File: config.mk
export PLATFORM = sky130hd
export DESIGN_NAME = fifo_push_arbiter
export DESIGN_NICKNAME = d
export VERILOG_FILES = /design/src/rtl/fifo_push_arbiter.sv
export SDC_FILE = /design/constraint.sdc
export NUM_CORES = 1
export LEC_CHECK = 0
export ABC_AREA = 0
export CAP_MARGIN = 20
export CORE_AREA = 2 2 57 59
export CTS_BUF_LIST = sky130_fd_sc_hd__clkbuf_4 sky130_fd_sc_hd__clkbuf_8 sky130_fd_sc_hd__clkbuf_16
export DETAILED_ROUTE_END_ITERATION = 10
export DIE_AREA = 0 0 59 61
export HOLD_SLACK_MARGIN = 0.05
export PLACE_DENSITY = 0.77
export SYNTH_ARGS = -nofsm -noshare
export SYNTH_HDL_FRONTEND = slang
export SYNTH_SLANG_ARGS = --single-unit
File: constraint.sdc
create_clock -name clk -period 3.08 [get_ports clk]
set_clock_uncertainty 0.15 [all_clocks]
set_input_delay 0.462 -clock clk [delete_from_list [all_inputs] [get_ports clk]]
set_output_delay 0.462 -clock clk [all_outputs]
set_load 0.01 [all_outputs]
File: src/rtl/fifo_push_arbiter.sv
// Round-robin push-side arbiter for the shared fifo with bounded bursts per grant.
// Optional per-requester beat counters are enabled with `define FIFO_ARB_STATS_EN.

`ifdef FIFO_ARB_STATS_EN
module fifo_arb_stat_ctr #(
  parameter int W = 8
) (
  input  logic         clk,
  input  logic         reset,
  input  logic         inc,
  output logic [W-1:0] cnt
);
  always_ff @(posedge clk) begin
    if (!reset)                          cnt <= '0;
    else if (inc && (cnt != {W{1'b1}})) cnt <= cnt + 1'b1;
  end
endmodule
`endif

module fifo_push_arbiter #(
  parameter  int NREQ   = 4,
  parameter  int DW     = 8,
  parameter  int BURST  = 4,
  parameter  int STAT_W = 8,
  localparam int IW     = (NREQ > 1) ? $clog2(NREQ) : 1
) (
  input  logic                 clk,
  input  logic                 reset,
  input  logic [NREQ-1:0]      req_valid,
  input  logic [NREQ*DW-1:0]   req_data,
  output logic [NREQ-1:0]      req_ready,
  input  logic                 fifo_full,
  output logic                 fifo_push,
  output logic [DW-1:0]        fifo_data_in,
  output logic [IW-1:0]        owner,
  output logic                 busy,
  input  logic [IW-1:0]        stat_sel,
  output logic [STAT_W-1:0]    stat_cnt
);

  typedef enum logic {IDLE = 1'b0, HOLD = 1'b1} state_t;

  state_t                    state, nxt_state;
  logic [IW-1:0]             rr_ptr, nxt_rr, owner_q, nxt_owner, winner, sel;
  logic [3:0]                beat_cnt, nxt_beat;
  logic                      found;
  logic [NREQ-1:0][DW-1:0]   data_v;

  assign data_v = req_data;

  function automatic logic [IW-1:0] wrap_inc(input logic [IW-1:0] x);
    return (x == IW'(NREQ-1)) ? '0 : x + 1'b1;
  endfunction

  // First valid requester at or after rr_ptr, modulo NREQ.
  always_comb begin
    int sum;
    winner = '0;
    found  = 1'b0;
    sum    = 0;
    for (int k = 0; k < NREQ; k++) begin
      sum = int'(rr_ptr) + k;
      if (sum >= NREQ) sum = sum - NREQ;
      if (!found && req_valid[IW'(sum)]) begin
        winner = IW'(sum);
        found  = 1'b1;
      end
    end
  end

  always_comb begin
    nxt_state = state;
    nxt_rr    = rr_ptr;
    nxt_owner = owner_q;
    nxt_beat  = beat_cnt;
    sel       = owner_q;
    req_ready = '0;
    if (reset) begin
      unique case (state)
        IDLE: begin
          if (!fifo_full && found) begin
            req_ready[winner] = 1'b1;
            sel               = winner;
            nxt_owner         = winner;
            if (BURST == 1) begin
              nxt_rr = wrap_inc(winner);
            end else begin
              nxt_beat  = 4'd1;
              nxt_state = HOLD;
            end
          end
        end
        HOLD: begin
          // A finished burst hands over through one no-transfer cycle,
          // the same gap an early release produces.
          if (beat_cnt == 4'(BURST) || !req_valid[owner_q]) begin
            nxt_rr    = wrap_inc(owner_q);
            nxt_beat  = 4'd0;
            nxt_state = IDLE;
          end else if (!fifo_full) begin
            req_ready[owner_q] = 1'b1;
            nxt_beat           = beat_cnt + 4'd1;
          end
        end
        default: nxt_state = IDLE;
      endcase
    end
  end

  always_ff @(posedge clk) begin
    if (!reset) begin
      state    <= IDLE;
      rr_ptr   <= '0;
      owner_q  <= '0;
      beat_cnt <= '0;
    end else begin
      state    <= nxt_state;
      rr_ptr   <= nxt_rr;
      owner_q  <= nxt_owner;
      beat_cnt <= nxt_beat;
    end
  end

  assign fifo_push    = |(req_valid & req_ready);
  assign fifo_data_in = data_v[sel];
  assign owner        = owner_q;
  assign busy         = (state == HOLD);

`ifdef FIFO_ARB_STATS_EN
  logic [NREQ-1:0][STAT_W-1:0] cnt;

  for (genvar i = 0; i < NREQ; i++) begin : g_stat
    fifo_arb_stat_ctr #(.W(STAT_W)) u_ctr (
      .clk   (clk),
      .reset (reset),
      .inc   (req_valid[i] & req_ready[i]),
      .cnt   (cnt[i])
    );
  end

  assign stat_cnt = (int'(stat_sel) < NREQ) ? cnt[stat_sel] : '0;
`else
  logic unused_stat_sel;
  assign unused_stat_sel = ^stat_sel;
  assign stat_cnt        = '0;
`endif

endmodule

==> flow_summary.toml, run 1 <==
[global_route]
grt_pass1_vias = 1260
grtUsageMet3_pct = 4.69
track_usage_pct = 19.6
grt_antenna_before_repair = 0
met2_usage_pct = 39.4
grt_max_degree = 9
grt_pass1_wl_um = 5360
grt_util_met1_pct = 20.5
grt-busiest-layer = "met2"
grt_overflow_total = 0

[critical_path]
cp_max_fo = 4
critPathLaunchType = "primary input"
rrSetupSlack_ns = 1.03
worst_setup_path_end_kind = "primary output"
cp-startpoint = "req_valid[2]"
r2r-end = "rr_ptr[0]$_SDFFE_PN0P_"
arrival_ns = 2.36
rr_worst_depth = 6
worstSetupEndpoint = "req_ready[1]"
cp.required_ns = 2.47
worstReg2RegStart = "owner[0]$_SDFF_PN0_"
path_class = "primary input to primary output"

[clock_tree]
root_buffer = "clkbuf_4"
hold_buffers = 0
tritoncts = "done"
htree_levels = 1
clock_latency_ns = 0.26
clock_path_buffers = 2
numCtsBuffers = 3
cts.sinks = 9
clk_pin_slew_ns = 0.06

[floorplan]
initial_core_util_pct = 35.3
die_x_um = 59
core-area_mm2 = 0.00295
die_h_um = 61
io_pins = 65
dieArea_mm2 = 0.00360
rows = 20

[synth]
synth_area_mm2 = 0.00104
ys_top_cells_by_area = "mux2i_1, dfxtp_1, ha_1, buf_4, nand2_1"
yosysUniqueCellTypes = 34
synth.avg_cell_area_um2 = 8.55
yosysWarnings = 0
async_flop_share_pct = 0
synth_top_area_share_pct = 24.9
seq_area_frac_synth_pct = 17.3
ys_ff_latch = 9
synth.most_common_cell = "mux2i_1"
synthTopCellsByCount = "mux2i_1, nand2_1, nor2_1"
synthFlopType = "dfxtp_1"
synth-edff-count = 0
syn_inst = 122
yosys.area.top_type = "mux2i_1"

[placed_design]
globalplace.congestion = 0.883
io_buffers = 54
place_hpwl_um = 2630
place_ws_ns = -0.451

[power_and_ir_drop]
ir_drop_mv = 0.153
leakage_nw = 0.835
power.density_mw_per_mm2 = 255
finalPower_mw = 0.481
swShare_pct = 31.7
p_int_mw = 0.329
p_sw_mw = 0.152
p_seq_share_pct = 26.3
comb_power_share_pct = 52.8
p_clk_share_pct = 20.9

[timing]
min_period_over_period_pct = 96.6
rsz0062_at_grt = "false"
hold_viol = 0
finalSetupViolCount = 0
fin_crit_ns = 2.97
max_freq_mhz = 336
fin_ws_ns = 0.105
drv_slew = 0

[drt]
drc = 0
wl_um = 3310
drtPass1Iterations = 4
via_per_inst = 5.19
vias = 1219
drt_iter0_markers = 34
routedWlPerCell_um = 14.1
antenna_left = 0

[run_status]
outcome = "completed"

[finish]
antenna_cells = 0
areaGrowthSynthToFinish_pct = 80.6
layout-drive-gt1-share_pct = 22.8
final_util_pct = 63.8
nets = 250

[run]
maxCapViolCount = 0

[min_path]
hp-class = "register to register"
-- layout make-up --
cell class | count | area (um2)
flip-flops and latches | 9 | 180
inverters | 7 | 26.3
repair buffers | 79 | 768
fillers | 252 | 1070
well taps | 33 | 41.3
clock buffers | 4 | 30.0
multi-input cells | 103 | 838
-- what timing repair did --
item | CTS | global route
buffers inserted | 1 | 0
pin swaps | 1 | 1
resized for setup | 24 | 10
hold endpoints to repair | 0 | 0
setup endpoints to repair | 13 | 12
cloned | 1 | 0
-- power groups by stage --
stage | sequential, mW | combinational [mW] | clock [mW]
finish | 0.126 | 0.254 | 0.101
global route | 0.127 | 0.273 | 0.108
CTS | 0.126 | 0.252 | 0.102
detailed placement | 0.128 | 0.248 | 0
global placement | 0.128 | 0.241 | 0
floorplan | 0.131 | 0.109 | 0
-- sequential cells by signal, summed over array words and instances, names as in the netlist --
signal and cells:
beat_cnt 4, rr_ptr 2, busy 1, owner 2
-- metal layers --
layer | share of wire [%] | wire length, um
met2 | 53 | 1770
met1 | 36 | 1200
met4 | 1.8 | 61
met3 | 8.4 | 277
met5 | 0 | 0
-- critical path: stages --
cell	delay (ns)
clkdlybuf4s15_2	0.23
buf_4	0.15
a311oi_1	0.27
buf_4	0.18
nor2_1	0.05
buf_4	0.14
nand3b_1	0.15
a21oi_1	0.16
clkdlybuf4s50_1	0.56
-- cells in the final DEF, fill, tap and decap left out, drive strengths merged, types with 4 or more instances in the layout --
cell type	synthesis	layout
dfxtp	9	9
ha	6	6
nand2	11	11
clkbuf	1	7
buf	9	24
clkdlybuf4s50	0	40
dlygate4sd2	0	9
nor2	10	10
nand3b	4	4
inv	7	7
a21oi	8	8
conb	1	8
mux2i	27	27
-- worst min path at each step --
stage,start,endpoint,slack [ns],cells after the start
2_1_floorplan,rr_ptr[0]$_SDFFE_PN0P_,rr_ptr[0]$_SDFFE_PN0P_,0.30,2
3_3_place_gp,rr_ptr[0]$_SDFFE_PN0P_,rr_ptr[0]$_SDFFE_PN0P_,0.32,2
3_5_place_dp,rr_ptr[0]$_SDFFE_PN0P_,rr_ptr[0]$_SDFFE_PN0P_,0.34,2
4_1_cts,rr_ptr[0]$_SDFFE_PN0P_,rr_ptr[0]$_SDFFE_PN0P_,0.36,2
5_1_grt,rr_ptr[0]$_SDFFE_PN0P_,rr_ptr[0]$_SDFFE_PN0P_,0.41,2
6_report,rr_ptr[0]$_SDFFE_PN0P_,rr_ptr[0]$_SDFFE_PN0P_,0.38,2
-- metrics by stage --
step           cells  setup TNS [ns]  cell area, um2  hold WS (ns)
2_1_floorplan    129               0            1070         0.301
3_3_place_gp     229           -4.17            1790         0.325
3_5_place_dp     229           -4.78            1790         0.341
4_1_cts          235               0            1880         0.359
5_1_grt          235               0            1880         0.410
6_report         235               0            1880         0.377
-- cells by family (layout without fill, tap and decap cells) --
| kind of cell | count (synthesis) | in the layout | share of synthesized area, % |
|---|---|---|---|
| buffers and inverters | 17 | 90 | 9.71 |
| XOR/XNOR | 2 | 2 | 1.68 |
| other | 1 | 8 | 0.359 |
| adder cells (fa/ha/maj) | 6 | 6 | 7.19 |
| flip-flops | 9 | 9 | 17.3 |
| AND/OR/NAND/NOR | 37 | 37 | 18.6 |
| multiplexers | 28 | 28 | 28.8 |
| AO/OA/AOI/OAI | 22 | 22 | 16.4 |
Power figures use the tool's default switching activity.
==> run 2, diff against run 1 <==
Settings changed: CORE_AREA 2 2 57 59 to 2 2 48 68, DIE_AREA 0 0 59 61 to 0 0 50 70, PLACE_DENSITY 0.77 to 0.79, SLEW_MARGIN set to 0.
==> flow_summary.toml, run 2 (synthesis results as in run 1) <==
[drt]
drtPass1Iterations = 6
wl_um = 3710
antenna_left = 0
routedWlPerCell_um = 15.3
drc = 0
drt_iter0_markers = 24
vias = 1260
via_per_inst = 5.21

[timing]
max_freq_mhz = 335
finalSetupViolCount = 0
fin_crit_ns = 2.98
hold-worst-slack_ns = 0.380
hold_viol = 0
fin_ws_ns = 0.0970
drv_slew = 0
min_period_over_period_pct = 96.9

[critical_path]
crit_slowest_cell = "o41ai_4"
cp_max_fo = 6
path_class = "primary input to primary output"
arrival_ns = 2.37
crit_chain = "clkdlybuf4s50_1 > nand2b_4 > o41ai_4 > clkbuf_16 > buf_4 > mux2i_1 > mux2i_1 > clkdlybuf4s15_1"
cp.required_ns = 2.47
worst_setup_path_end_kind = "primary output"
path_common_cell = "mux2i_1"
critical_path.max_stage_delay_ns = 0.48
critPathLaunchType = "primary input"

[floorplan]
io_pins = 65
die_x_um = 50
initial_core_util_pct = 35.1
core-area_mm2 = 0.00297
dieArea_mm2 = 0.00350
rows = 24
die_h_um = 70

[clock_tree]
clk_pin_slew_ns = 0.05
clock_path_buffers = 2
htree_levels = 1
numCtsBuffers = 3
cts.sinks = 9
tritoncts = "done"
root_buffer = "clkbuf_8"
clock_latency_ns = 0.23
hold_buffers = 0

[global_route]
grt_pass1_vias = 1337
grt_overflow_total = 0
grt_max_degree = 9
track_usage_pct = 21.1
grt_antenna_before_repair = 0
grt_pass1_wl_um = 5760

[finish]
postLayoutCellArea_mm2 = 0.00191
nets = 251
final_cell_mix = "clkdlybuf4s50_1, mux2i_1, buf_4"
final_common_cell = "clkdlybuf4s50_1"
largest_reg_flops = 4
areaGrowthSynthToFinish_pct = 83.3
final_util_pct = 64.4
regMostFlops = "beat_cnt"
fillCellCount = 242
layout-drive-gt1-share_pct = 24.1
antenna_cells = 0

[placed_design]
placed_area_mm2 = 0.00175
place_hpwl_um = 2720
globalplace.congestion = 0.863
place_ws_ns = -0.349
io_buffers = 54

[min_path]
hp-class = "register to register"

[power_and_ir_drop]
leakage_nw = 0.856
ir_drop_mv = 0.266
power.density_mw_per_mm2 = 277
finalPower_mw = 0.530

[run]
maxCapViolCount = 0

[run_status]
outcome = "completed"
==> run 2: cell types whose count changed in the layout (fill, tap and decap cells not counted), moves of 2 or more <==
cell and delta:
clkbuf_4 -3, clkbuf_8 +3, dlygate4sd2_1 -3, a21oi_1 -2, a21oi_2 +2, buf_12 -2, buf_4 +2, clkdlybuf4s15_1 +2
dlymetal6s2s_1 +2
==> run 2: per-stage QoR <==
step | TNS (ns) | cells
3_5_place_dp | -3.63 | 232
3_3_place_gp | -3.23 | 232
4_1_cts | 0 | 240
6_report | 0 | 242
5_1_grt | -0.000215 | 242
2_1_floorplan | 0 | 129
==> run 2: critical path: cells and delay by family <==
family | cells | cell delay [ns]
muxes | 2 | 0.24
and+or+nand+nor | 1 | 0.19
AOI/OAI and AO/OA | 1 | 0.48
buffers and inverters | 4 | 0.99
==> run 2: layer usage <==
layer / track usage [%] / vias to the layer above / share of wire [%]
met4: 12.0 / 0 / 3.8
met2: 40.5 / 59 / 57
met5: 0 / - / 0
li1: - / 589 / -
met1: 19.5 / 595 / 34
met3: 4.49 / 17 / 5.1
==> run 2: path summary, 6_finish.rpt <==
kind	depth (start not counted)	slack [ns]	startpoint	end
min	2	0.38	beat_cnt[3]$_SDFFE_PN0P_	beat_cnt[3]$_SDFFE_PN0P_
min reg2reg	2	0.38	beat_cnt[3]$_SDFFE_PN0P_	beat_cnt[3]$_SDFFE_PN0P_
max reg2reg	6	1.00	owner[0]$_SDFF_PN0_	rr_ptr[0]$_SDFFE_PN0P_
max	8	0.1	fifo_full	fifo_data_in[2]
==> run 2: power breakdown <==
group,switching [mW],internal [mW]
sequential,0.00714,0.122
combinational,0.109,0.144
clock,0.0489,0.0992
total,0.165,0.365
==> run 2: final cells by class <==
| class | instances | area, um2 | share of cell area (%) |
|---|---|---|---|
| Clock buffer | 4 | 48.8 | 2.55 |
| Sequential cell | 9 | 180 | 9.42 |
| Multi-Input combinational cell | 103 | 860 | 44.9 |
| Tap cell | 39 | 48.8 | 2.55 |
| Inverter | 7 | 26.3 | 1.37 |
| Timing Repair Buffer | 80 | 749 | 39.2 |
==> run 2: repair_timing <==
| action | in CTS | in global routing |
|---|---|---|
| setup buffers | 3 | 2 |
| pin swaps | 2 | 1 |
| endpoints found under the setup margin | 13 | 12 |
| cloned | 1 | 0 |
| resized for setup | 25 | 17 |
==> run 3, diff against run 2 <==
Settings changed: CAP_MARGIN 20 to 10.
Clock period 3.08 ns to 3.2 ns, I/O delays scaled along.
==> flow_summary.toml, run 3 (synthesis results as in run 1) <==
[run_status]
outcome = "completed"

[floorplan]
io_pins = 65
die_h_um = 70
core-area_mm2 = 0.00297
die_x_um = 50
initial_core_util_pct = 35.1
dieArea_mm2 = 0.00350
rows = 24

[finish]
regMostFlops = "beat_cnt"
largest_reg_flops = 4
antenna_cells = 0
nets = 245
postLayoutCellArea_mm2 = 0.00184
areaGrowthSynthToFinish_pct = 76.4
layout-drive-gt1-share_pct = 18.3
final_common_cell = "clkdlybuf4s50_1"
fillCellCount = 235
final_cell_mix = "clkdlybuf4s50_1, mux2i_1, buf_4"

[drt]
vias = 1196
drtPass1Iterations = 4
drt_iter0_markers = 20
antenna_left = 0
routedWlPerCell_um = 14.4
wl_um = 3400
via_per_inst = 5.07
drc = 0

[timing]
drv_slew = 0
max_freq_mhz = 316
hold_viol = 0
fin_ws_ns = 0.0392
finalSetupViolCount = 0
min_period_over_period_pct = 98.8
fin_crit_ns = 3.16
rsz0062_at_grt = "true"

[clock_tree]
cts.sinks = 9
clock_latency_ns = 0.23
hold_buffers = 0
clock_path_buffers = 2
tritoncts = "done"
clk_pin_slew_ns = 0.05
htree_levels = 1
numCtsBuffers = 3
root_buffer = "clkbuf_8"

[run]
maxCapViolCount = 0

[min_path]
hp-class = "register to register"

[global_route]
grt_antenna_before_repair = 0
track_usage_pct = 20.5
grt_pass1_wl_um = 5570
grt_max_degree = 9
grt_overflow_total = 0
grt_pass1_vias = 1278

[placed_design]
placed_area_mm2 = 0.00173
place_ws_ns = -0.312
io_buffers = 54
place_hpwl_um = 2640
globalplace.congestion = 0.854

[critical_path]
crit_slowest_cell = "clkdlybuf4s50_1"
path_buf_inv = 4
crit_chain = "clkdlybuf4s50_1 > nand2b_4 > o41ai_4 > bufbuf_16 > buf_4 > mux2i_1 > mux2i_1 > dlygate4sd2_1"
arrival_ns = 2.53
path_common_cell = "mux2i_1"
cp_max_fo = 6
worst_setup_path_end_kind = "primary output"
critical_path.max_stage_delay_ns = 0.43
path_delay_family = "buffers and inverters"
path_class = "primary input to primary output"
cp.required_ns = 2.57
critPathLaunchType = "primary input"

[power_and_ir_drop]
ir_drop_mv = 0.255
leakage_nw = 0.789
power.density_mw_per_mm2 = 270
## run 3: area by class of cell
class	count	area (um2)	area share, %
Clock buffer	4	48.8	2.65
Sequential cell	9	180	9.79
Timing Repair Buffer	74	716	38.9
Tap cell	39	48.8	2.65
Inverter	7	26.3	1.43
Multi-Input combinational cell	103	821	44.6
## run 3: tightest hold or removal path, delay by kind of cell, from the launching register on
family	cells	cell delay (ns)
DFF	1	0.34
and+or+nand+nor	1	0.08
xor gates and xnor gates	1	0.08
## run 3: worst paths after layout
path / start / to / slack, ns / cells past startpoint
min: beat_cnt[3]$_SDFFE_PN0P_ / beat_cnt[3]$_SDFFE_PN0P_ / 0.40 / 2
min reg2reg: beat_cnt[3]$_SDFFE_PN0P_ / beat_cnt[3]$_SDFFE_PN0P_ / 0.40 / 2
max: fifo_full / fifo_data_in[6] / 0.04 / 8
max reg2reg: owner[0]$_SDFF_PN0_ / rr_ptr[0]$_SDFFE_PN0P_ / 0.86 / 6
## run 3: stage by stage
step	setup TNS (ns)	hold slack, ns	instances	util [%]	power, mW
after global placement	-2.10	0.326	230	58.2	0.343
final	0	0.395	236	61.9	0.498
after floorplan	0	0.301	129	-	0.232
after detailed placement	-2.72	0.348	230	58.2	0.349
after CTS	0	0.383	236	61.8	0.498
after global routing	-0.165	0.421	236	61.9	0.523
## run 3: where the power goes
group,internal [mW],leakage [nW],switching (mW)
Sequential,0.117,0.0734,0.00940
Combinational,0.135,0.690,0.0928
Clock,0.0955,0.0262,0.0474
Total,0.348,0.789,0.150
## run 3: timing repair
action / in CTS / in global routing
buffers inserted: 1 / 0
gates resized for setup: 16 / 5
pin swaps: 0 / 2
cloned: 1 / 0
setup endpoints to repair: 13 / 7
## run 3: layer usage
metal | up-vias | global-route usage [%] | share of wire (%)
met5 | - | 0 | 0
met4 | 0 | 6.17 | 1.4
met3 | 7 | 3.21 | 5.0
met2 | 52 | 42.0 | 58
met1 | 564 | 19.4 | 35
li1 | 573 | - | -
